==> src/rtl/y86_execute_mc.sv <==
`timescale 1ns/1ps
// ---------------------------------------------------------------------------
// y86_execute_mc
// Y86 execute stage with a multi-cycle shift-add multiplier, CC register,
// cmov/jXX condition evaluation, forwarding outputs and the E->M register.
//
// Ports
//   clk, rst_n          : rising-edge clock, synchronous active-low reset
//   E_stat/E_icode/...  : instruction currently in the E stage
//   m_stat, W_stat      : stats of the instructions in M and W (gate CC)
//   M_stall, M_bubble   : hold / bubble control for the M register
//   e_valE/e_dstE/e_cnd : combinational execute results for forwarding
//   e_busy              : multiply in progress, upstream must hold E
//   M_*                 : registered M pipeline register contents
// ---------------------------------------------------------------------------
module y86_execute_mc #(
  parameter int DATA_W   = 64,
  parameter int STK_STEP = DATA_W / 8,
  parameter int CNT_W    = $clog2(DATA_W + 1)
) (
  input  logic              clk,
  input  logic              rst_n,
  input  logic [1:0]        E_stat,
  input  logic [3:0]        E_icode,
  input  logic [3:0]        E_ifun,
  input  logic [DATA_W-1:0] E_valA,
  input  logic [DATA_W-1:0] E_valB,
  input  logic [DATA_W-1:0] E_valC,
  input  logic [3:0]        E_dstE,
  input  logic [3:0]        E_dstM,
  input  logic [1:0]        m_stat,
  input  logic [1:0]        W_stat,
  input  logic              M_stall,
  input  logic              M_bubble,
  output logic [DATA_W-1:0] e_valE,
  output logic [3:0]        e_dstE,
  output logic              e_cnd,
  output logic              e_busy,
  output logic [3:0]        M_icode,
  output logic [1:0]        M_stat,
  output logic              M_cnd,
  output logic [3:0]        M_dstE,
  output logic [3:0]        M_dstM,
  output logic [DATA_W-1:0] M_valE,
  output logic [DATA_W-1:0] M_valA
);

  localparam int MSB = DATA_W - 1;
  localparam logic [1:0] STAT_AOK = 2'b01;
  localparam logic [3:0] I_NOP   = 4'h1;
  localparam logic [3:0] I_RRMOV = 4'h2;
  localparam logic [3:0] I_IRMOV = 4'h3;
  localparam logic [3:0] I_RMMOV = 4'h4;
  localparam logic [3:0] I_MRMOV = 4'h5;
  localparam logic [3:0] I_OPQ   = 4'h6;
  localparam logic [3:0] I_JXX   = 4'h7;
  localparam logic [3:0] I_CALL  = 4'h8;
  localparam logic [3:0] I_RET   = 4'h9;
  localparam logic [3:0] I_PUSH  = 4'hA;
  localparam logic [3:0] I_POP   = 4'hB;
  localparam logic [3:0] ALU_MUL = 4'h4;
  localparam logic [3:0] REG_NONE = 4'hF;
  localparam logic [DATA_W-1:0] STEP      = DATA_W'(STK_STEP);
  localparam logic [CNT_W-1:0]  LAST_STEP = CNT_W'(DATA_W - 1);

  typedef enum logic [1:0] {IDLE, RUN, DONE} mulState_e;

  mulState_e         state_q, state_d;
  logic [DATA_W-1:0] mcand_q, mcand_d, mplier_q, mplier_d, acc_q, acc_d;
  logic [CNT_W-1:0]  cnt_q, cnt_d;
  logic [2:0]        cc_q, cc_d;

  logic [3:0]        mIcode_q, mIcode_d, mDstE_q, mDstE_d, mDstM_q, mDstM_d;
  logic [1:0]        mStat_q, mStat_d;
  logic              mCnd_q, mCnd_d;
  logic [DATA_W-1:0] mValE_q, mValE_d, mValA_q, mValA_d;

  logic              mulStart, aluOf, ccWrite, ccOf, ccSf, ccZf, lessThan;
  logic [DATA_W-1:0] aluOut, sumBA, diffBA;

  assign sumBA    = E_valB + E_valA;
  assign diffBA   = E_valB - E_valA;
  assign mulStart = (E_icode == I_OPQ) && (E_ifun == ALU_MUL) && (E_stat == STAT_AOK);

  // Multiply sequencer. The multiplicand shifts left and the multiplier
  // shifts right so each RUN cycle only needs one conditional add; after
  // DATA_W steps the accumulator holds the low DATA_W bits of the product,
  // which is also the two's-complement result. DONE waits for M to take it.
  always_comb begin
    state_d  = state_q;
    mcand_d  = mcand_q;
    mplier_d = mplier_q;
    acc_d    = acc_q;
    cnt_d    = cnt_q;
    e_busy   = 1'b0;
    case (state_q)
      IDLE: begin
        if (mulStart) begin
          state_d  = RUN;
          mcand_d  = E_valB;
          mplier_d = E_valA;
          acc_d    = '0;
          cnt_d    = '0;
          e_busy   = 1'b1;
        end
      end
      RUN: begin
        e_busy   = 1'b1;
        if (mplier_q[0]) begin
          acc_d = acc_q + mcand_q;
        end
        mcand_d  = mcand_q << 1;
        mplier_d = mplier_q >> 1;
        cnt_d    = cnt_q + 1'b1;
        if (cnt_q == LAST_STEP) begin
          state_d = DONE;
        end
      end
      DONE: begin
        if (!M_stall) begin
          state_d = IDLE;
        end
      end
      default: state_d = IDLE;
    endcase
  end

  // ALU: operand selection by icode plus the OPq function. Overflow is
  // derived from operand/result sign bits; the multiply result only shows
  // up once the sequencer reaches DONE, otherwise a mul reads as zero.
  always_comb begin
    aluOut = '0;
    aluOf  = 1'b0;
    case (E_icode)
      I_RRMOV:          aluOut = E_valA;
      I_IRMOV:          aluOut = E_valC;
      I_RMMOV, I_MRMOV: aluOut = E_valB + E_valC;
      I_OPQ: begin
        case (E_ifun)
          4'h0: begin
            aluOut = sumBA;
            aluOf  = (E_valA[MSB] == E_valB[MSB]) && (sumBA[MSB] != E_valB[MSB]);
          end
          4'h1: begin
            aluOut = diffBA;
            aluOf  = (E_valA[MSB] != E_valB[MSB]) && (diffBA[MSB] != E_valB[MSB]);
          end
          4'h2:    aluOut = E_valB & E_valA;
          4'h3:    aluOut = E_valB ^ E_valA;
          ALU_MUL: aluOut = (state_q == DONE) ? acc_q : '0;
          default: aluOut = '0;
        endcase
      end
      I_CALL, I_PUSH:   aluOut = E_valB - STEP;
      I_RET, I_POP:     aluOut = E_valB + STEP;
      default:          aluOut = '0;
    endcase
  end

  assign e_valE = aluOut;

  // Condition evaluation from the stored flags; only cmov and jXX look at
  // the flags, every other instruction is treated as unconditional.
  assign {ccOf, ccSf, ccZf} = cc_q;
  assign lessThan = ccSf ^ ccOf;

  always_comb begin
    e_cnd = 1'b1;
    if ((E_icode == I_RRMOV) || (E_icode == I_JXX)) begin
      case (E_ifun)
        4'h0:    e_cnd = 1'b1;
        4'h1:    e_cnd = lessThan | ccZf;
        4'h2:    e_cnd = lessThan;
        4'h3:    e_cnd = ccZf;
        4'h4:    e_cnd = ~ccZf;
        4'h5:    e_cnd = ~lessThan;
        4'h6:    e_cnd = ~lessThan & ~ccZf;
        default: e_cnd = 1'b0;
      endcase
    end
  end

  assign e_dstE = e_cnd ? E_dstE : REG_NONE;

  // Flags update only for a valid OPq that is actually leaving E this cycle
  // while nothing older in the pipe has faulted or halted.
  assign ccWrite = (E_icode == I_OPQ) && (E_ifun <= ALU_MUL) &&
                   (E_stat == STAT_AOK) && (m_stat == STAT_AOK) &&
                   (W_stat == STAT_AOK) && !M_stall && !e_busy;
  assign cc_d = ccWrite ? {aluOf, aluOut[MSB], (aluOut == '0)} : cc_q;

  // M register next state: bubble beats stall, and a busy multiply feeds
  // bubbles into M until its result is ready.
  always_comb begin
    mIcode_d = mIcode_q;
    mStat_d  = mStat_q;
    mCnd_d   = mCnd_q;
    mDstE_d  = mDstE_q;
    mDstM_d  = mDstM_q;
    mValE_d  = mValE_q;
    mValA_d  = mValA_q;
    if (M_bubble || (!M_stall && e_busy)) begin
      mIcode_d = I_NOP;
      mStat_d  = STAT_AOK;
      mCnd_d   = 1'b0;
      mDstE_d  = REG_NONE;
      mDstM_d  = REG_NONE;
      mValE_d  = '0;
      mValA_d  = '0;
    end else if (!M_stall) begin
      mIcode_d = E_icode;
      mStat_d  = E_stat;
      mCnd_d   = e_cnd;
      mDstE_d  = e_dstE;
      mDstM_d  = E_dstM;
      mValE_d  = e_valE;
      mValA_d  = E_valA;
    end
  end

  // State registers with synchronous reset; reset also abandons any
  // multiply in flight.
  always_ff @(posedge clk) begin
    if (!rst_n) begin
      state_q  <= IDLE;
      mcand_q  <= '0;
      mplier_q <= '0;
      acc_q    <= '0;
      cnt_q    <= '0;
      cc_q     <= 3'b001;
      mIcode_q <= I_NOP;
      mStat_q  <= STAT_AOK;
      mCnd_q   <= 1'b0;
      mDstE_q  <= REG_NONE;
      mDstM_q  <= REG_NONE;
      mValE_q  <= '0;
      mValA_q  <= '0;
    end else begin
      state_q  <= state_d;
      mcand_q  <= mcand_d;
      mplier_q <= mplier_d;
      acc_q    <= acc_d;
      cnt_q    <= cnt_d;
      cc_q     <= cc_d;
      mIcode_q <= mIcode_d;
      mStat_q  <= mStat_d;
      mCnd_q   <= mCnd_d;
      mDstE_q  <= mDstE_d;
      mDstM_q  <= mDstM_d;
      mValE_q  <= mValE_d;
      mValA_q  <= mValA_d;
    end
  end

  assign M_icode = mIcode_q;
  assign M_stat  = mStat_q;
  assign M_cnd   = mCnd_q;
  assign M_dstE  = mDstE_q;
  assign M_dstM  = mDstM_q;
  assign M_valE  = mValE_q;
  assign M_valA  = mValA_q;

endmodule

==> config.mk <==
export PLATFORM = sky130hd
export DESIGN_NAME = y86_execute_mc
export DESIGN_NICKNAME = d
export VERILOG_FILES = /design/src/rtl/y86_execute_mc.sv
export SDC_FILE = /design/constraint.sdc
export NUM_CORES = 2
export LEC_CHECK = 0
export CAP_MARGIN = 20
export CORE_MARGIN = 2
export CORE_UTILIZATION = 40
export DETAILED_ROUTE_END_ITERATION = 6
export GPL_TIMING_DRIVEN = 0
export PLACE_DENSITY = 0.64
export SYNTH_ARGS = -nofsm -noshare
export SYNTH_HDL_FRONTEND = slang
export SYNTH_SLANG_ARGS = --single-unit
==> constraint.sdc <==
create_clock -name clk -period 16.85 [get_ports clk]
set_clock_uncertainty 0.15 [all_clocks]
set_input_delay 4.2125 -clock clk [delete_from_list [all_inputs] [get_ports clk]]
set_output_delay 4.2125 -clock clk [all_outputs]
set_load 0.1 [all_outputs]
==> results.md <==
* DIE WIDTH at ~300 um
* DRC violation count after routing at 0
* Initial antenna violation count at 16
* FMAX at 0.0591 GHz
* Synthesized cell area at 37300 um2
* Final WL at roughly 230000 um
* Final instance area at between 40000 and 50000 um2
* CTS tree: done
* DP Cell Count at 6800
* CTS resizes at 24
* Routed wire per std cell at about 33 um
* HPWL after DPL at about 190000 um
* Non-Filler Instances at between 6000 and 7000
* Area Growth Syn to Fin at 21.0%
* Root buffer selected by CTS: clkbuf_16
* Max VDD drop at about 0.079 mV
* H-Tree Level Count at 2
* Initial DRC count at 6532
* Final ANT Viol Nets at 0
* DIE AREA at approximately 96000 um2
* Critical Path Most Common Cell: o21ai_0
* CTS max path bufs at 3
* Largest stage delay on the critical path at just over 900 ps
* Crit Path Category: primary input to primary output
* WHS Path Cells at 2
* Max transition margin at 0.0959
* Crit-path leading delay family: compound AO/OA/AOI/OAI gates
* RSZ-0062 raised after global routing: false
* WP depth at 14
* Number of synthesized flops with an enable pin at 0
* Area after DPL at approximately 43000 um2
* Seq cells post-synth at about 350
* Die H at 309 um
* Cts bufs inserted at 46
* Prevailing post-synth register cell: dfxtp_1
* Tightest Pin Transition at 1350 ps
* CTS clk-pin slew, worst paths at approximately 60 ps
* Maxcap violations at 0
* Hold Slack at roughly 320 ps
* Drt via density at approximately 6.7
* Total grt overflow at 0
* Startpoint Class: primary input
* Final hold viol count at 0
* Sequential power share at 0.253
* Outcome: complete, but fails checks
* First-pass DRT Iterations at 7
* Leakage power at roughly 0.019 uW
* CP arrival at between 10000 and 15000 ps
* First-pass GRT wire length at 314000 um
* Syn Nets at around 5600
* Largest net degree at the start of global routing at 41
* Final Max Tran Viols at 0
* # rows at ~110
* WP buf/inv at 3
* Vias in the first global route at 42000
* Clk_lat worst skew at 660 ps
* # port buffers at about 430
* GPL Wtd Cong at around 1.1
* Crit-path cells: clkdlybuf4s50_1, ha_1, clkbuf_1, nand2_1, o21ai_0, a21o_1, nand4_1, o31ai_1, a31oi_1, o41ai_1, o211ai_1, o21ai_0, nand3_1, dlygate4sd2_1
* Ys Warns at 0
* Switching share of power at 0.450
* Total clock sinks at 347
* Vias at ~46000
* Final worst slack at -68.7 ps
* Clk pwr share at 0.308
* Crit. End Element: primary output
* Post-CTS Hold Buffers at 0
* Hold Crit Class: flip-flop to flip-flop
* Total core area at slightly above 90000 um2
* Final setup vio count at 1
* R2R cell count at 17
* Post-layout minimum cycle time at around 17000 ps
* Fraction of layout cells with a size suffix above 1 at 0.0417
* Post-synthesis sequential area ratio at 0.186
* Crit path max fanout at 10
* Critical path required time at roughly 12000 ps
* Synth Instances at 5104
* Avg Inst Size Synth at 7.30 um2
* Fin crit share at 1.00
* Post-synth cell types at approximately 110
* Setup bufs post-CTS at 0
* Failing checks: negative setup slack
* Ys async rst share at 0
* Nets at slightly above 6000
* Slowest cell on crit path: o21ai_0
* Initial Utilization at 0.405
* Comb pwr share at 0.438
* Internal power at about 1800 uW
* Switching pwr at between 1000 and 1500 uW
* IO Pins at ~430
* Global Route Usage Sum at 0.458
* Power Density at 73.4 nW/um2
## worst register-to-register path: cells and delay by family (launching register included)
kind	cells	cell delay [ps]
AOI/OAI and AO/OA	5	1790
buffers and inverters	4	1700
DFF	1	340
and+or+nand+nor	8	3950
## stage by stage
stage | power [uW] | setup TNS, ps | setup slack [ps] | util
after floorplan | 1720 | 0 | 422 | -
after global placement | 2230 | -198670 | -5990 | 0.469
after detailed placement | 2230 | -94830 | -3490 | 0.472
after CTS | 3240 | 0 | 20.5 | 0.489
after global routing | 3380 | 0 | 49.7 | 0.490
final | 3310 | -68.7 | -68.7 | 0.490
## Yosys cell counts, types with 56 or more instances
master | n | area, um2
a21o_1 | 122 | 916
nand2_1 | 536 | 2010
xnor2_1 | 108 | 946
nor2_1 | 460 | 1730
mux2i_1 | 211 | 2110
ha_1 | 313 | 3920
a31oi_1 | 63 | 394
nor2b_1 | 81 | 507
o21ai_0 | 274 | 1370
nand4_1 | 79 | 494
nand3_1 | 195 | 976
nand2b_1 | 56 | 350
dfxtp_1 | 347 | 6950
o211a_1 | 138 | 1380
o21bai_1 | 62 | 465
a21oi_1 | 443 | 2220
nor3_1 | 84 | 420
a22oi_1 | 70 | 526
xor2_1 | 70 | 613
clkbuf_1 | 260 | 976
inv_1 | 179 | 672
o211ai_1 | 121 | 908
## final timing paths
kind	from	endpoint	slack (ps)
setup / recovery	E_valB[16]	e_valE[54]	-70
hold / removal	M_valE[27]	M_valE[27]	320
setup reg to reg	state_q[1]	cc_q[0]	8850
hold reg to reg	M_valE[27]	M_valE[27]	320
## layout by cell type (no fill, tap or decap), types with 26 or more instances in the layout
cell type | synthesis | routed
mux2i_1 | 211 | 211
o211a_1 | 138 | 138
o211ai_1 | 121 | 121
xnor2_1 | 108 | 108
nor3_1 | 84 | 84
nand3_1 | 195 | 195
clkbuf_1 | 260 | 261
a211oi_1 | 44 | 42
and2_1 | 41 | 41
nand4_1 | 79 | 79
o21a_1 | 38 | 38
inv_1 | 179 | 178
nor2b_1 | 81 | 80
o22ai_1 | 44 | 44
a22oi_1 | 70 | 70
a211o_1 | 26 | 26
nor4_1 | 45 | 45
o21bai_1 | 62 | 62
clkbuf_16 | 0 | 47
o31ai_1 | 51 | 50
a31oi_1 | 63 | 63
nand2_1 | 536 | 536
ha_1 | 313 | 313
buf_2 | 29 | 37
a21o_1 | 122 | 122
nor2_1 | 460 | 459
xor2_1 | 70 | 70
buf_1 | 28 | 26
clkdlybuf4s50_1 | 0 | 410
nand2b_1 | 56 | 56
dfxtp_1 | 347 | 347
and3_1 | 36 | 36
a21oi_1 | 443 | 440
o21ai_0 | 274 | 273
or3_1 | 28 | 28
## kinds of logic after synthesis
logic type               after synthesis  share of synthesized area
AO/OA/AOI/OAI                       1774                      0.327
multiplexers                         217                     0.0588
flip-flops                           347                      0.186
XOR/XNOR                             178                     0.0418
adder cells (fa/ha/maj)              318                      0.108
buffers and inverters                515                     0.0537
AND/OR/NAND/NOR                     1755                      0.224
## sequential cells by signal, summed over array words and instances (netlist names)
register  cells
cc_q          3
M_dstE        4
acc_q        64
cnt_q         7
M_dstM        4
mcand_q      64
M_valE       64
M_stat        2
M_cnd         1
M_icode       4
M_valA       64
mplier_q     64
state_q       2
## layout make-up
class / count / area (um2)
Fill cell: 9444 / 46900
Multi-Input combinational cell: 4242 / 28400
Sequential cell: 347 / 6950
Timing Repair Buffer: 459 / 4680
Tap cell: 1243 / 1560
Clock buffer: 62 / 1310
Buffer: 321 / 1280
Inverter: 190 / 713
Clock inverter: 17 / 168
Antenna cell: 16 / 40.0
## layer usage
metal / GRT usage / part of all wire
met2: 0.635 / 0.39
met1: 0.617 / 0.41
met4: 0.223 / 0.054
met3: 0.170 / 0.14
met5: 0 / 0.00067
## power by group through the flow
stage	Sequential (uW)	Clock, uW	Combinational [uW]
finish	839	1020	1450
detailed placement	857	0	1380
global placement	856	0	1380
global route	840	1050	1490
floorplan	937	0	784
CTS	839	1020	1380
(Power assumes the default switching activity.)
